[src/rtl/fpu_pkg.sv]
// Shared FPU field widths, constants and operand unpacking.
// Used by the add/sub pipelines; purely declarative, no timing.
// Denormal inputs are flushed to signed zero by fp_unpack.
package fpu_pkg;

  localparam int EXP_W  = 8;
  localparam int MAN_W  = 23;
  localparam int WORK_W = 27;

  localparam logic [31:0]      QNAN    = 32'h7FC00000;
  localparam logic [EXP_W-1:0] EXP_MAX = 8'hFF;

  // Unpacked operand: sign, biased exponent, significand with hidden bit.
  typedef struct packed {
    logic             sign;
    logic [EXP_W-1:0] exp;
    logic [MAN_W:0]   sig;
  } fp_unpacked_t;

  // Unpack an IEEE single, optionally negating it; exp==0 becomes a zero.
  function automatic fp_unpacked_t fp_unpack(input logic [31:0] v, input logic neg);
    fp_unpacked_t u;
    u.sign = v[31] ^ neg;
    u.exp  = v[30:23];
    u.sig  = (v[30:23] == '0) ? '0 : {1'b1, v[22:0]};
    return u;
  endfunction

endpackage

[src/rtl/fpu_lzc27.sv]
// Leading-zero count of a 27-bit working significand.
// Purely combinational; an all-zero input reports 27.
// No handshake; used inside the normalisation stage.
module fpu_lzc27
  import fpu_pkg::*;
(
  input  logic [WORK_W-1:0] din,
  output logic [4:0]        count
);

  // Scan from LSB upward so the highest set bit wins the final assignment.
  always_comb begin
    count = 5'd27;
    for (int i = 0; i < WORK_W; i++) begin
      if (din[i]) count = 5'(WORK_W - 1 - i);
    end
  end

endmodule

[src/rtl/fsub_pipe.sv]
// Pipelined single-precision subtractor y = x1 - x2, truncating, FTZ.
// Latency 3 cycles, one operation per cycle when out_ready stays high.
// Whole pipe stalls together while out_valid & ~out_ready; in_ready = en.
module fsub_pipe
  import fpu_pkg::*;
#(
  parameter int TAG_W = 4
)
(
  input  logic             clk,
  input  logic             rst,
  input  logic             in_valid,
  output logic             in_ready,
  input  logic [31:0]      x1,
  input  logic [31:0]      x2,
  input  logic [TAG_W-1:0] in_tag,
  output logic             out_valid,
  input  logic             out_ready,
  output logic [31:0]      y,
  output logic [TAG_W-1:0] out_tag
);

  logic en;
  assign en       = ~out_valid | out_ready;
  assign in_ready = en;

  // ---------------- stage 1: unpack, specials, swap, align ----------------
  fp_unpacked_t      u1, u2, op_a, op_b;
  logic              swap;
  logic [EXP_W-1:0]  ediff;
  logic [WORK_W-1:0] b_ext, b_raw, b_mask, b_sh;

  // Order operands by magnitude and align B to A's exponent with a sticky bit.
  always_comb begin
    u1     = fp_unpack(x1, 1'b0);
    u2     = fp_unpack(x2, 1'b1);
    swap   = {u2.exp, u2.sig} > {u1.exp, u1.sig};
    op_a   = swap ? u2 : u1;
    op_b   = swap ? u1 : u2;
    ediff  = op_a.exp - op_b.exp;
    b_ext  = {op_b.sig, 3'b000};
    b_raw  = b_ext >> ediff;
    b_mask = (27'd1 << ediff) - 27'd1;
    if (ediff >= 8'd26) b_sh = {26'd0, |op_b.sig};
    else                b_sh = {b_raw[WORK_W-1:1], b_raw[0] | (|(b_ext & b_mask))};
  end

  logic        nan1, nan2, inf1, inf2, spec, both_zero, zero_sign;
  logic [31:0] spec_val;

  // NaN/infinity handling and the signed-zero rule for zero minus zero.
  always_comb begin
    nan1      = (x1[30:23] == EXP_MAX) && (x1[22:0] != '0);
    nan2      = (x2[30:23] == EXP_MAX) && (x2[22:0] != '0);
    inf1      = (x1[30:23] == EXP_MAX) && (x1[22:0] == '0);
    inf2      = (x2[30:23] == EXP_MAX) && (x2[22:0] == '0);
    spec      = nan1 | nan2 | inf1 | inf2;
    both_zero = (x1[30:23] == '0) && (x2[30:23] == '0);
    zero_sign = x1[31] & ~x2[31];
    if (nan1 || nan2 || (inf1 && inf2 && (x1[31] == x2[31]))) spec_val = QNAN;
    else if (inf1)                                            spec_val = x1;
    else                                                      spec_val = {~x2[31], x2[30:0]};
  end

  logic              s1_vld, s1_sub, s1_sign, s1_spec, s1_zero, s1_zsign;
  logic [TAG_W-1:0]  s1_tag;
  logic [WORK_W-1:0] s1_a, s1_b;
  logic [EXP_W-1:0]  s1_exp;
  logic [31:0]       s1_spec_val;

  // Stage 1 register: captures aligned operands when the pipe advances.
  always_ff @(posedge clk or posedge rst) begin
    if (rst) begin
      s1_vld      <= 1'b0;
      s1_tag      <= '0;
      s1_a        <= '0;
      s1_b        <= '0;
      s1_exp      <= '0;
      s1_sub      <= 1'b0;
      s1_sign     <= 1'b0;
      s1_spec     <= 1'b0;
      s1_spec_val <= '0;
      s1_zero     <= 1'b0;
      s1_zsign    <= 1'b0;
    end else if (en) begin
      s1_vld      <= in_valid;
      s1_tag      <= in_tag;
      s1_a        <= {op_a.sig, 3'b000};
      s1_b        <= b_sh;
      s1_exp      <= op_a.exp;
      s1_sub      <= op_a.sign ^ op_b.sign;
      s1_sign     <= op_a.sign;
      s1_spec     <= spec;
      s1_spec_val <= spec_val;
      s1_zero     <= both_zero;
      s1_zsign    <= zero_sign;
    end
  end

  // ---------------- stage 2: significand add/subtract ----------------
  logic [WORK_W:0] sum_d;

  // A has the larger magnitude, so A - B never goes negative.
  always_comb begin
    if (s1_sub) sum_d = {1'b0, s1_a} - {1'b0, s1_b};
    else        sum_d = {1'b0, s1_a} + {1'b0, s1_b};
  end

  logic              s2_vld, s2_sign, s2_spec, s2_zero, s2_zsign;
  logic [TAG_W-1:0]  s2_tag;
  logic [WORK_W:0]   s2_sum;
  logic [EXP_W-1:0]  s2_exp;
  logic [31:0]       s2_spec_val;

  // Stage 2 register: raw sum plus the fields stage 3 needs to pack.
  always_ff @(posedge clk or posedge rst) begin
    if (rst) begin
      s2_vld      <= 1'b0;
      s2_tag      <= '0;
      s2_sum      <= '0;
      s2_exp      <= '0;
      s2_sign     <= 1'b0;
      s2_spec     <= 1'b0;
      s2_spec_val <= '0;
      s2_zero     <= 1'b0;
      s2_zsign    <= 1'b0;
    end else if (en) begin
      s2_vld      <= s1_vld;
      s2_tag      <= s1_tag;
      s2_sum      <= sum_d;
      s2_exp      <= s1_exp;
      s2_sign     <= s1_sign;
      s2_spec     <= s1_spec;
      s2_spec_val <= s1_spec_val;
      s2_zero     <= s1_zero;
      s2_zsign    <= s1_zsign;
    end
  end

  // ---------------- stage 3: normalise, truncate, pack ----------------
  logic [4:0]        lzc;
  logic [WORK_W-1:0] norm;
  logic signed [9:0] exp_n;
  logic [31:0]       y_d;
  logic              unused_norm_bits;

  fpu_lzc27 u_lzc (
    .din   (s2_sum[WORK_W-1:0]),
    .count (lzc)
  );

  assign unused_norm_bits = ^{norm[WORK_W-1], norm[2:0]};

  // Normalise the sum, clamp the exponent and let specials override.
  always_comb begin
    if (s2_sum[WORK_W]) begin
      norm  = {s2_sum[WORK_W:2], s2_sum[1] | s2_sum[0]};
      exp_n = $signed({2'b00, s2_exp}) + 10'sd1;
    end else begin
      norm  = s2_sum[WORK_W-1:0] << lzc;
      exp_n = $signed({2'b00, s2_exp}) - $signed({5'b00000, lzc});
    end
    if (s2_spec)              y_d = s2_spec_val;
    else if (s2_zero)         y_d = {s2_zsign, 31'd0};
    else if (s2_sum == '0)    y_d = 32'd0;
    else if (exp_n >= 10'sd255) y_d = {s2_sign, EXP_MAX, 23'd0};
    else if (exp_n <= 10'sd0) y_d = {s2_sign, 31'd0};
    else                      y_d = {s2_sign, exp_n[7:0], norm[25:3]};
  end

  // Output register: result holds steady while the consumer stalls.
  always_ff @(posedge clk or posedge rst) begin
    if (rst) begin
      out_valid <= 1'b0;
      y         <= '0;
      out_tag   <= '0;
    end else if (en) begin
      out_valid <= s2_vld;
      y         <= y_d;
      out_tag   <= s2_tag;
    end
  end

endmodule

[config.mk]
export PLATFORM = sky130hd
export DESIGN_NAME = fsub_pipe
export DESIGN_NICKNAME = d
export VERILOG_FILES = /design/src/rtl/fpu_pkg.sv /design/src/rtl/fpu_lzc27.sv /design/src/rtl/fsub_pipe.sv
export SDC_FILE = /design/constraint.sdc
export NUM_CORES = 1
export LEC_CHECK = 0
export ABC_AREA = 1
export CORE_MARGIN = 10
export CORE_UTILIZATION = 33
export DETAILED_ROUTE_END_ITERATION = 16
export PLACE_DENSITY_LB_ADDON = 0.15
export SYNTH_ARGS = -nofsm -noshare
export SYNTH_HDL_FRONTEND = slang
export SYNTH_SLANG_ARGS = --single-unit
[constraint.sdc]
create_clock -name clk -period 10.5 [get_ports clk]
set_input_delay 2.1 -clock clk [delete_from_list [all_inputs] [get_ports clk]]
set_output_delay 2.1 -clock clk [all_outputs]
set_load 0.01 [all_outputs]
Yosys cells after proc, flatten, opt, wreduce, memory -nomap -nowiden
Cells that the tools add are included.
{"block": "word_totals", "reg_bits": 215, "input_bits": 72, "out_inout_bits": 38, "elab_cells": 110}
{"block": "op_classes", "n_addsub": 6, "order_cmp": 4, "n_eq_ne": 3, "shifts": 3, "muxes": 42, "bitwise_logic": 11, "n_reduce_logical": 18}
{"op": "two-way mux 32 bit", "count": 5}
{"op": "two-way mux 5 bit", "count": 16}
{"op": "two-way mux 33 bit", "count": 2}
{"op": "two-way mux 31 bit", "count": 2}
{"op": "two-way mux 24 bit", "count": 2}
{"op": "logical NOT 23 bit", "count": 2}
{"op": "nonzero test 23 bit", "count": 2}
{"op": "greater-than comparator 32 bit", "count": 1}
{"op": "two-way mux 4 bit", "count": 8}
{"op": "adder 27 x 27 -> 28 bit", "count": 1}
{"op": "logical NOT 28 bit", "count": 1}
{"op": "two-way mux 28 bit", "count": 1}
{"op": "subtractor 27 x 27 -> 28 bit", "count": 1}
{"op": "AND 27 bit", "count": 1}
{"op": "two-way mux 27 bit", "count": 1}
{"op": "OR reduction 27 bit", "count": 1}
{"op": "left shift 1 x 8 -> 27 bit (first input constant)", "count": 1}
{"op": "left shift 27 x 5 -> 26 bit", "count": 1}
{"op": ">> shifter 27 x 8 -> 27 bit", "count": 1}
{"op": "subtractor 27 x 1 -> 27 bit (second input constant)", "count": 1}
{"op": "two-way mux 26 bit", "count": 1}
{"op": "OR reduction 24 bit", "count": 1}
{"op": "equality test 8 bit (second input constant)", "count": 2}
{"op": "logical NOT 8 bit", "count": 2}
{"op": "other kinds (16)", "count": 30}

Longest topological paths before layout
Gate-level depths: netlist of run 1.
{"block": "depth", "word_depth": 35, "ltp_mapped": 45, "depth_no_buf": 42}

Cells and area by module
Synthesis of run 1 repeated with hierarchy kept, for this count alone.
{"block": "hier_totals", "hier_cells": 2450, "hier_area_um2": 16629.7}
{"module": "fsub_pipe", "instances": 1, "cells_each": 2370, "area_per_inst_um2": 16276.9, "seq_area_each_um2": 5380.2}
{"module": "fpu_lzc27", "instances": 1, "cells_each": 80, "area_per_inst_um2": 352.8, "seq_area_each_um2": 0.0}

Worst setup path before layout of run 1
OpenSTA, ideal clock, no wires.
{"block": "synth_timing", "kind": "input to register", "start": "input port x1[27]", "end": "register s1_b[0]", "setup_time_ns": 0.117, "arrival_ns": 6.338, "required_ns": 10.383, "setup_slack_ns": 4.045, "cell_stages": 36, "n_path_buf": 3, "path_cell_list": "inv_1 -> nand4_1 -> nor2_1 -> inv_1 -> clkbuf_1 -> clkbuf_1 -> buf_1 -> nand2_1 -> ha_1 -> nand2_1 -> inv_1 -> nand3_1 -> nor2_1 -> nand2_1 -> nand2_1 -> nand2_2 -> nand2_4 -> nand2_4 -> nand2_1 -> nand3_2 -> ha_1 -> clkinv_1 -> nor2_1 -> nand4_1 -> nand2_1 -> inv_2 -> nand2_1 -> nor2_2 -> nand3_1 -> nand2_1 -> nor2_1 -> nand2_1 -> nor2_1 -> nand3_1 -> nand2_1 -> nand2_1"}
{"block": "synth_via", "elab_chain_len": 11, "elab_cells_between_ends": 15, "classes_between": "2 x add/sub; 2 x order compare; 2 x shift; 4 x mux; 2 x bitwise; 3 x reduce/logical"}
{"item": "from (decl)", "line": "fsub_pipe.sv:14", "rtl": "input logic [31:0] x1,"}
{"item": "logical NOT 8 bit", "line": "fpu_pkg.sv:25", "rtl": "u.sig = (v[30:23] == '0) ? '0 : {1'b1, v[22:0]};"}
{"item": "two-way mux 24 bit", "line": "fpu_pkg.sv:25"}
{"item": "greater-than comparator 32 bit", "line": "fsub_pipe.sv:37", "rtl": "swap = {u2.exp, u2.sig} > {u1.exp, u1.sig};"}
{"item": "two-way mux 33 bit, on equally long branches", "line": "fsub_pipe.sv:38, fsub_pipe.sv:39"}
{"item": "subtractor 8 bit", "line": "fsub_pipe.sv:40", "rtl": "ediff = op_a.exp - op_b.exp;"}
{"item": "left shift 1 x 8 -> 27 bit", "line": "fsub_pipe.sv:43", "rtl": "b_mask = (27'd1 << ediff) - 27'd1;"}
{"item": "subtractor 27 x 1 -> 27 bit", "line": "fsub_pipe.sv:43"}
{"item": "AND 27 bit", "line": "fsub_pipe.sv:45", "rtl": "else b_sh = {b_raw[WORK_W-1:1], b_raw[0] | (|(b_ext & b_mask))};"}
{"item": "OR reduction 27 bit", "line": "fsub_pipe.sv:45"}
{"item": "bitwise OR 1 bit", "line": "fsub_pipe.sv:45"}
{"item": "two-way mux 27 bit (*)", "line": "fsub_pipe.sv:44", "rtl": "if (ediff >= 8'd26) b_sh = {26'd0, |op_b.sig};"}
{"item": "to (signal assigned)", "line": "fsub_pipe.sv:89", "rtl": "s1_b <= b_sh;"}
{"item": "to (decl)", "line": "fsub_pipe.sv:67", "rtl": "logic [WORK_W-1:0] s1_a, s1_b;"}
Every way passes the cells marked *; elsewhere a longest branch is shown, timed or not.
A chain may end at the register's enable or synchronous reset.

Final worst setup path of run 1
{"block": "layout_timing", "start": "input port x1[26]", "end": "register s1_b[13]"}
{"block": "layout_via", "elab_chain_len": 7, "elab_cells_between_ends": 9, "classes_between": "1 x add/sub; 2 x order compare; 1 x shift; 4 x mux; 1 x reduce/logical"}
{"item": "logical NOT 8 bit", "line": "fpu_pkg.sv:25"}
{"item": "two-way mux 24 bit", "line": "fpu_pkg.sv:25"}
{"item": "greater-than comparator 32 bit", "line": "fsub_pipe.sv:37"}
{"item": "two-way mux 33 bit, on equally long branches", "line": "fsub_pipe.sv:38, fsub_pipe.sv:39"}
{"item": "subtractor 8 bit", "line": "fsub_pipe.sv:40"}
{"item": ">> shifter 27 x 8 -> 27 bit / >= comparator 8 x 5 -> 1 bit (equally long branches)", "line": "fsub_pipe.sv:42, fsub_pipe.sv:44"}
{"item": "two-way mux 27 bit (*)", "line": "fsub_pipe.sv:44"}
Marked as above.

==> metrics.md, run 1 <==
| Metric | Value |
|---|---|
| Most heavily used metal layer in global routing | met2 |
| Total number of yosys warnings | 0 |
| Fraction of layout cells with a size suffix above 1 | 4.14% |
| Number of buffers created by CTS | 25 |
| Detailed-route DRC error count | 0 |
| Required time at the endpoint of the critical path | 10.96 ns |
| Maximum clock frequency | 116 MHz |
| Worst slew margin | 19.9% |
| Post-detailed-placement half-perimeter wirelength | 47.8 mm |
| Total of max-cap violations | 0 |
| Post-cts sizing count | 0 |
| Final WS setup | 1.87 ns |
| Place WS | 1.43 ns |
| Clock buffer depth | 3 |
| Part of the Yosys area used for sequential elements | 32.6% |
| Worst clock skew on the final layout | 0.0260 ns |
| Gate count of the mapped netlist | 2,462 |
| Synth Net Count | 2,626 |
| Hold Buf Count CTS | 0 |
| Post-DR vias/cell | 5.29 |
| Number of slew-limit violations in the final report | 0 |
| Count of buffers inserted at the top-level ports | 109 |
| Delay of the slowest cell on the worst path | 0.87 ns |
| Yosys reg bits | 215 |
| Number of H-tree levels | 1 |
| Endpoint kind of the worst setup timing path | flop |
| Final Hold Violating Endpoints | 0 |
| Met3 Use GR | 2.91% |
| Drt pass-1 iters | 5 |
| Met2 track demand over resource | 30.3% |
| Number of vias after detailed routing | 16,800 |
| Global routing usage summed across all routing layers | 19.9% |
| Count of final setup violators | 0 |
| Period minus WS final | 8.63 ns |
| Setup total negative slack | 0 ns |
| Sequential share of power | 27.5% |
| Net Sw Frac | 47.7% |
| Combined flip-flop and latch cell area | 0.00538 sq mm |
| Count of cell types in the netlist | 55 |
| Grt ovf | 0 |
| Run status | finished clean |
| Multi-input gate area | 0.00952 sq mm |
| CTS clock-pin slew for the worst setup and hold paths | 0.06 ns |
| Number of I/O pins | 110 |
| Reported leakage power | 9.21 nW |
| Wire length of the first global-routing pass | 94.4 mm |
| WL per Instance | 19.3 um |
| Routability Congestion | 0.942 |
| Tightest hold margin | 0.473 ns |
| Met1 Resource Use GR | 28.0% |
| Die outline area | 0.0594 sq mm |
| Initial cell density of the core | 33.6% |
| Core outline area | 0.0492 sq mm |
| Power, Total | 4.96 mW |
| Final instance area | 0.0190 sq mm |
| Critical-path cell with the highest stage delay | sky130_fd_sc_hd__inv_1 |
| Cell chosen for the clock root | sky130_fd_sc_hd__clkbuf_16 |
| Number of standard-cell rows in the floorplan | 81 |
| Net switching power | 2.36 mW |
| Crit Reg-Reg Startpoint | s2_sum[0]$_DFFE_PP0P_ |
| Worst Setup Path Type | in -> reg |
| Maximum VDD drop | 112 uV |
| First DRT Iteration DRCs | 1,624 |
| Postcts setup bufs | 0 |
| Internal power | 2.59 mW |
| Area of the mapped netlist | 0.0165 sq mm |
| CTS sink cnt | 215 |
| N_diodes | 0 |
| Launching element type of the critical path | input port |
| Area overhead of the layout relative to synthesis | 15.2% |
| Instance area after placement | 0.0181 sq mm |
| Combinational share of power | 53.4% |
| CP max FO | 54 |
| Clock tree from TritonCTS | built |
| Number of global-route vias before repair | 15,900 |
| DIE HEIGHT | 244 um |
| CP most frequent cell | sky130_fd_sc_hd__nand2_1 |
| Remaining antenna violation count | 0 |
| Clock network power share | 19.2% |
| Slew @ Worst Pin | 1.20 ns |
| Clk_lat worst skew | 0.56 ns |
| Share of the clock period used by the worst path | 82.2% |
| Overall routed net length | 61.3 mm |
| Worst setup startpoint | x1[26] |
| Data arrival time of the critical path | 9.09 ns |
| Mean cell area of the mapped netlist | 6.70 sq um |
| Setup repair after global routing missed its margin | false |
| Filler Cells Inserted | 5,281 |
| Die width | 244 um |
| Type of the tightest min-delay check | reg -> reg |
| NumNets Final | 2,660 |
| Pin count of the biggest net entering global routing | 95 |
| Power density of the placed cells | 261 mW/mm^2 |
| Antenna violations before repair | 0 |
| Origin of the worst min-delay path | s2_tag[3]$_DFFE_PP0P_ |
## power by group through the flow
stage	sequential, mW	combinational [mW]	clock (mW)
final	1.36	2.65	0.950
after global routing	1.40	2.98	1.01
after CTS	1.36	2.65	0.970
after detailed placement	1.37	2.63	0
after global placement	1.37	2.63	0
after floorplan	1.31	1.77	0
## per-layer routing
layer  vias to the layer above  share of wire (%)
met2                       598                 44
met5                         -                  0
met1                      7869                 47
li1                       8238                  -
met4                         0                3.7
met3                       103                6.1
## final timing paths
| path | endpoint | slack, ns | cells after the start |
|---|---|---|---|
| max in group asynchronous | s1_b[6]$_DFFE_PP0P_ | 6.33 | 4 |
| worst max register to register | y[3]$_DFFE_PP0P_ | 4.79 | 41 |
| worst min-delay path | out_tag[3]$_DFFE_PP0P_ | 0.47 | 2 |
| worst max-delay path | s1_b[13]$_DFFE_PP0P_ | 1.87 | 32 |
| min in group asynchronous | out_valid$_DFFE_PP0P_ | 1.99 | 2 |
| worst min register to register | out_tag[3]$_DFFE_PP0P_ | 0.47 | 2 |
## cell usage in the layout, fill, tap and decap left out, types with 4 or more instances in the layout
cell type / Yosys / layout
sky130_fd_sc_hd__a21boi_0: 9 / 9
sky130_fd_sc_hd__a21oi_1: 149 / 149
sky130_fd_sc_hd__a22oi_1: 10 / 10
sky130_fd_sc_hd__a31oi_1: 37 / 37
sky130_fd_sc_hd__a32o_1: 6 / 6
sky130_fd_sc_hd__buf_4: 1 / 22
sky130_fd_sc_hd__bufinv_16: 0 / 5
sky130_fd_sc_hd__clkbuf_1: 104 / 6
sky130_fd_sc_hd__clkbuf_16: 0 / 25
sky130_fd_sc_hd__clkdlybuf4s50_1: 0 / 109
sky130_fd_sc_hd__clkinv_1: 5 / 5
sky130_fd_sc_hd__dfrtp_1: 215 / 215
sky130_fd_sc_hd__ha_1: 90 / 90
sky130_fd_sc_hd__inv_1: 286 / 284
sky130_fd_sc_hd__inv_2: 7 / 7
sky130_fd_sc_hd__mux2i_1: 7 / 7
sky130_fd_sc_hd__nand2_1: 671 / 671
sky130_fd_sc_hd__nand2_2: 6 / 6
sky130_fd_sc_hd__nand3_1: 165 / 165
sky130_fd_sc_hd__nand4_1: 42 / 42
sky130_fd_sc_hd__nor2_1: 206 / 205
sky130_fd_sc_hd__nor2_2: 8 / 8
sky130_fd_sc_hd__nor2_4: 3 / 4
sky130_fd_sc_hd__nor3_1: 12 / 12
sky130_fd_sc_hd__nor4_1: 12 / 12
sky130_fd_sc_hd__o211ai_1: 19 / 19
sky130_fd_sc_hd__o21a_1: 8 / 8
sky130_fd_sc_hd__o21ai_0: 215 / 215
sky130_fd_sc_hd__o21ai_1: 17 / 17
sky130_fd_sc_hd__o21bai_1: 4 / 4
sky130_fd_sc_hd__o221ai_1: 10 / 10
sky130_fd_sc_hd__o22ai_1: 41 / 41
sky130_fd_sc_hd__o32ai_1: 16 / 16
sky130_fd_sc_hd__xor2_1: 25 / 25
## critical path, delay by kind of cell
family / cells / cell delay, ns
adders and majority gates: 2 / 0.58
xor gates and xnor gates: 1 / 0.65
and+or+nand+nor: 21 / 3.54
buffers and inverters: 5 / 1.79
AOI/OAI and AO/OA: 3 / 0.39
## metrics by stage
stage                     utilization (%)  cells
final                                38.7   3178
after global routing                 38.7   3178
after CTS                            38.7   3178
after detailed placement             36.9   3133
after global placement               36.9   3133
after floorplan                         -   2462
## area by class of cell
class	instances	area share [%]
multi-input cells	1825	50.1
flip-flops and latches	215	28.3
repair buffers	131	6.61
inverters	298	5.95
well taps	664	4.37
clock buffers	33	3.55
clock inverters	12	1.13
## state kept, by name (all words and copies together) (netlist names), 4 cells and up
signal,flops
s1_spec_val,32
s2_spec_val,32
y,32
s2_sum,28
s1_b,27
s1_a,24
s1_exp,8
s2_exp,8
out_tag,4
s1_tag,4
s2_tag,4
## synth_stat cells (all sizes together)
cell	n	share of area, %
nor4	12	0.45
a21oi	149	4.5
o221ai	10	0.53
o41ai	1	0.053
fa	2	0.24
a31oi	37	1.4
clkbuf	104	2.4
nand3b	1	0.045
dfrtp	215	33
o21a	8	0.36
o31ai	3	0.14
o32ai	16	0.85
a31o	2	0.11
a21o	2	0.091
nor3	12	0.36
or2	2	0.076
o21ai	232	7.0
nand4	45	1.9
nand3	169	5.3
a21boi	9	0.41
a32o	6	0.36
ha	90	6.8
clkinv	5	0.11
a211oi	1	0.045
a221oi	1	0.053
xor2	27	1.5
a22oi	10	0.45
o21bai	4	0.18
nor2	217	5.2
nand2	679	16
inv	293	6.7
o211ai	19	0.86
xnor2	3	0.20
a41oi	3	0.16
o311ai	2	0.11
o2111ai	3	0.16
buf	20	0.70
mux2i	7	0.42
o22ai	41	1.6
## logic make-up after synthesis
logic type / count (synthesis) / share of synthesized area, %
simple gates: 1137 / 28.9
xor+xnor: 30 / 1.73
mux: 7 / 0.424
compound gates: 559 / 19.4
buf+inv: 422 / 9.84
fa+ha+maj: 92 / 7.06
flops: 215 / 32.6
Power figures use the tool's default switching activity.
==> run 2: changes to the inputs <==
==> constraint.sdc (replaced) <==
create_clock -name clk -period 8.25 [get_ports clk]
set_input_delay 1.65 -clock clk [delete_from_list [all_inputs] [get_ports clk]]
set_output_delay 1.65 -clock clk [all_outputs]
set_load 0.01 [all_outputs]
==> metrics.md, run 2 (same netlist as run 1, synthesis figures left out) <==
| Metric | Value |
|---|---|
| Sequential share of power | 26.9% |
| Overall routed net length | 63.2 mm |
| DIE HEIGHT | 244 um |
| Share of the clock period used by the worst path | 87.9% |
| Routability Congestion | 0.947 |
| Hold Buf Count CTS | 0 |
| Clk_lat worst skew | 0.56 ns |
| Power density of the placed cells | 332 mW/mm^2 |
| Most common cell after layout, fill and taps aside | sky130_fd_sc_hd__nand2_1 |
| NumNets Final | 2,673 |
| Maximum VDD drop | 155 uV |
| Setup total negative slack | 0 ns |
| Period minus WS final | 7.26 ns |
| Critical-path cell with the highest stage delay | sky130_fd_sc_hd__nor2_1 |
| Detailed-route DRC error count | 0 |
| Post-DR vias/cell | 5.32 |
| Grt ovf | 0 |
| Postcts setup bufs | 0 |
| Area overhead of the layout relative to synthesis | 15.8% |
| Internal power | 3.30 mW |
| Number of H-tree levels | 1 |
| Worst Setup Path Type | in -> reg |
| Number of standard-cell rows in the floorplan | 81 |
| Combinational share of power | 54.2% |
| Final WS setup | 0.995 ns |
| Worst slew margin | 35.6% |
| Setup repair after global routing missed its margin | false |
| Tightest hold margin | 0.473 ns |
| Final Hold Violating Endpoints | 0 |
| Required time at the endpoint of the critical path | 8.71 ns |
| Clock network power share | 18.9% |
| Pin count of the biggest net entering global routing | 93 |
| Count of final setup violators | 0 |
| Run status | finished clean |
| Number of I/O pins | 110 |
| Type of the tightest min-delay check | reg -> reg |
| Register-to-register path setup slack | 2.15 ns |
| Slew @ Worst Pin | 0.967 ns |
| Launching element type of the critical path | input port |
| Fraction of layout cells with a size suffix above 1 | 4.79% |
| CTS clock-pin slew for the worst setup and hold paths | 0.06 ns |
| Leading cell types in the layout, fill and taps excluded | sky130_fd_sc_hd__nand2_1, sky130_fd_sc_hd__inv_1, sky130_fd_sc_hd__o21ai_0, sky130_fd_sc_hd__dfrtp_1, sky130_fd_sc_hd__nor2_1 |
| Post-detailed-placement half-perimeter wirelength | 49.3 mm |
| Maximum clock frequency | 138 MHz |
| Data arrival time of the critical path | 7.71 ns |
| Die outline area | 0.0594 sq mm |
| Initial cell density of the core | 33.6% |
| Clock tree from TritonCTS | built |
| WL per Instance | 19.8 um |
| Net switching power | 3.05 mW |
| Number of buffers created by CTS | 25 |
| Reported leakage power | 9.26 nW |
| Place WS | 0.522 ns |
| Number of global-route vias before repair | 16,200 |
| Top flop regs | s1_spec_val (32), s2_spec_val (32), y (32) |
| Global routing usage summed across all routing layers | 20.6% |
| Drt pass-1 iters | 6 |
| Wire length of the first global-routing pass | 97.6 mm |
| First DRT Iteration DRCs | 1,658 |
| Net Sw Frac | 48.1% |
| Die width | 244 um |
| Cell chosen for the clock root | sky130_fd_sc_hd__clkbuf_16 |
| Clock buffer depth | 3 |
| Number of vias after detailed routing | 17,000 |
| CP most frequent cell | sky130_fd_sc_hd__nand2_1 |
| Delay of the slowest cell on the worst path | 0.60 ns |
| Antenna violations before repair | 0 |
| Worst clock skew on the final layout | 0.0164 ns |
| Remaining antenna violation count | 0 |
| Endpoint kind of the worst setup timing path | flop |
| Number of slew-limit violations in the final report | 0 |
| Count of buffers inserted at the top-level ports | 109 |
| CP max FO | 19 |
| Core outline area | 0.0492 sq mm |
| CTS sink cnt | 215 |
| Post-cts sizing count | 0 |
| Total of max-cap violations | 0 |
| N_diodes | 0 |
[run 2: area by class of cell]
type,count,area [sq um]
Sequential cell,215,5380
Multi-Input combinational cell,1825,9520
Timing Repair Buffer,144,1350
Fill cell,5313,30000
Clock inverter,14,200
Tap cell,664,831
Clock buffer,32,692
Inverter,298,1130
[run 2: power by group through the flow]
| stage | sequential (mW) | combinational (mW) | clock (mW) |
|---|---|---|---|
| 2_1_floorplan | 1.66 | 2.26 | 0 |
| 3_5_place_dp | 1.72 | 3.42 | 0 |
| 4_1_cts | 1.71 | 3.44 | 1.22 |
| 5_1_grt | 1.75 | 3.86 | 1.27 |
| 3_3_place_gp | 1.71 | 3.43 | 0 |
| 6_report | 1.71 | 3.44 | 1.20 |
[run 2: critical path, delay by kind of cell]
kind	cells	cell delay, ns
buffers and inverters	6	1.54
XOR/XNOR	1	0.35
AO/OA/AOI/OAI	3	0.39
AND/OR/NAND/NOR	19	3.40
adder cells (fa/ha/maj)	2	0.37
[run 2: path summary, 6_finish.rpt]
kind                                         end  cells after the start             startpoint
setup / recovery            s1_b[13]$_DFFE_PP0P_                     31                 x1[25]
hold / removal             out_valid$_DFFE_PP0P_                      1     s2_vld$_DFFE_PP0P_
setup reg to reg                y[1]$_DFFE_PP0P_                     42  s2_sum[0]$_DFFE_PP0P_
hold reg to reg            out_valid$_DFFE_PP0P_                      1     s2_vld$_DFFE_PP0P_
max in group asynchronous  s2_sum[1]$_DFFE_PP0P_                      3                    rst
min in group asynchronous     s1_vld$_DFFE_PP0P_                      2                    rst
[run 2: metal layers]
| layer | vias to the layer above | track usage (%) | routed length, um |
|---|---|---|---|
| li1 | 8278 | - | - |
| met1 | 8011 | 29.1 | 29500 |
| met2 | 595 | 32.3 | 28100 |
| met3 | 94 | 2.37 | 3630 |
| met4 | 0 | 6.39 | 1910 |
| met5 | - | 0 | 0 |
[run 2: per-stage QoR]
stage	util (%)	power, mW	area [sq um]	std cells
floorplan	-	3.92	16500	2462
global placement	37.1	5.14	18200	3146
detailed placement	37.1	5.14	18200	3146
CTS	38.9	6.37	19100	3192
global route	38.9	6.88	19100	3192
finish	38.9	6.35	19100	3192
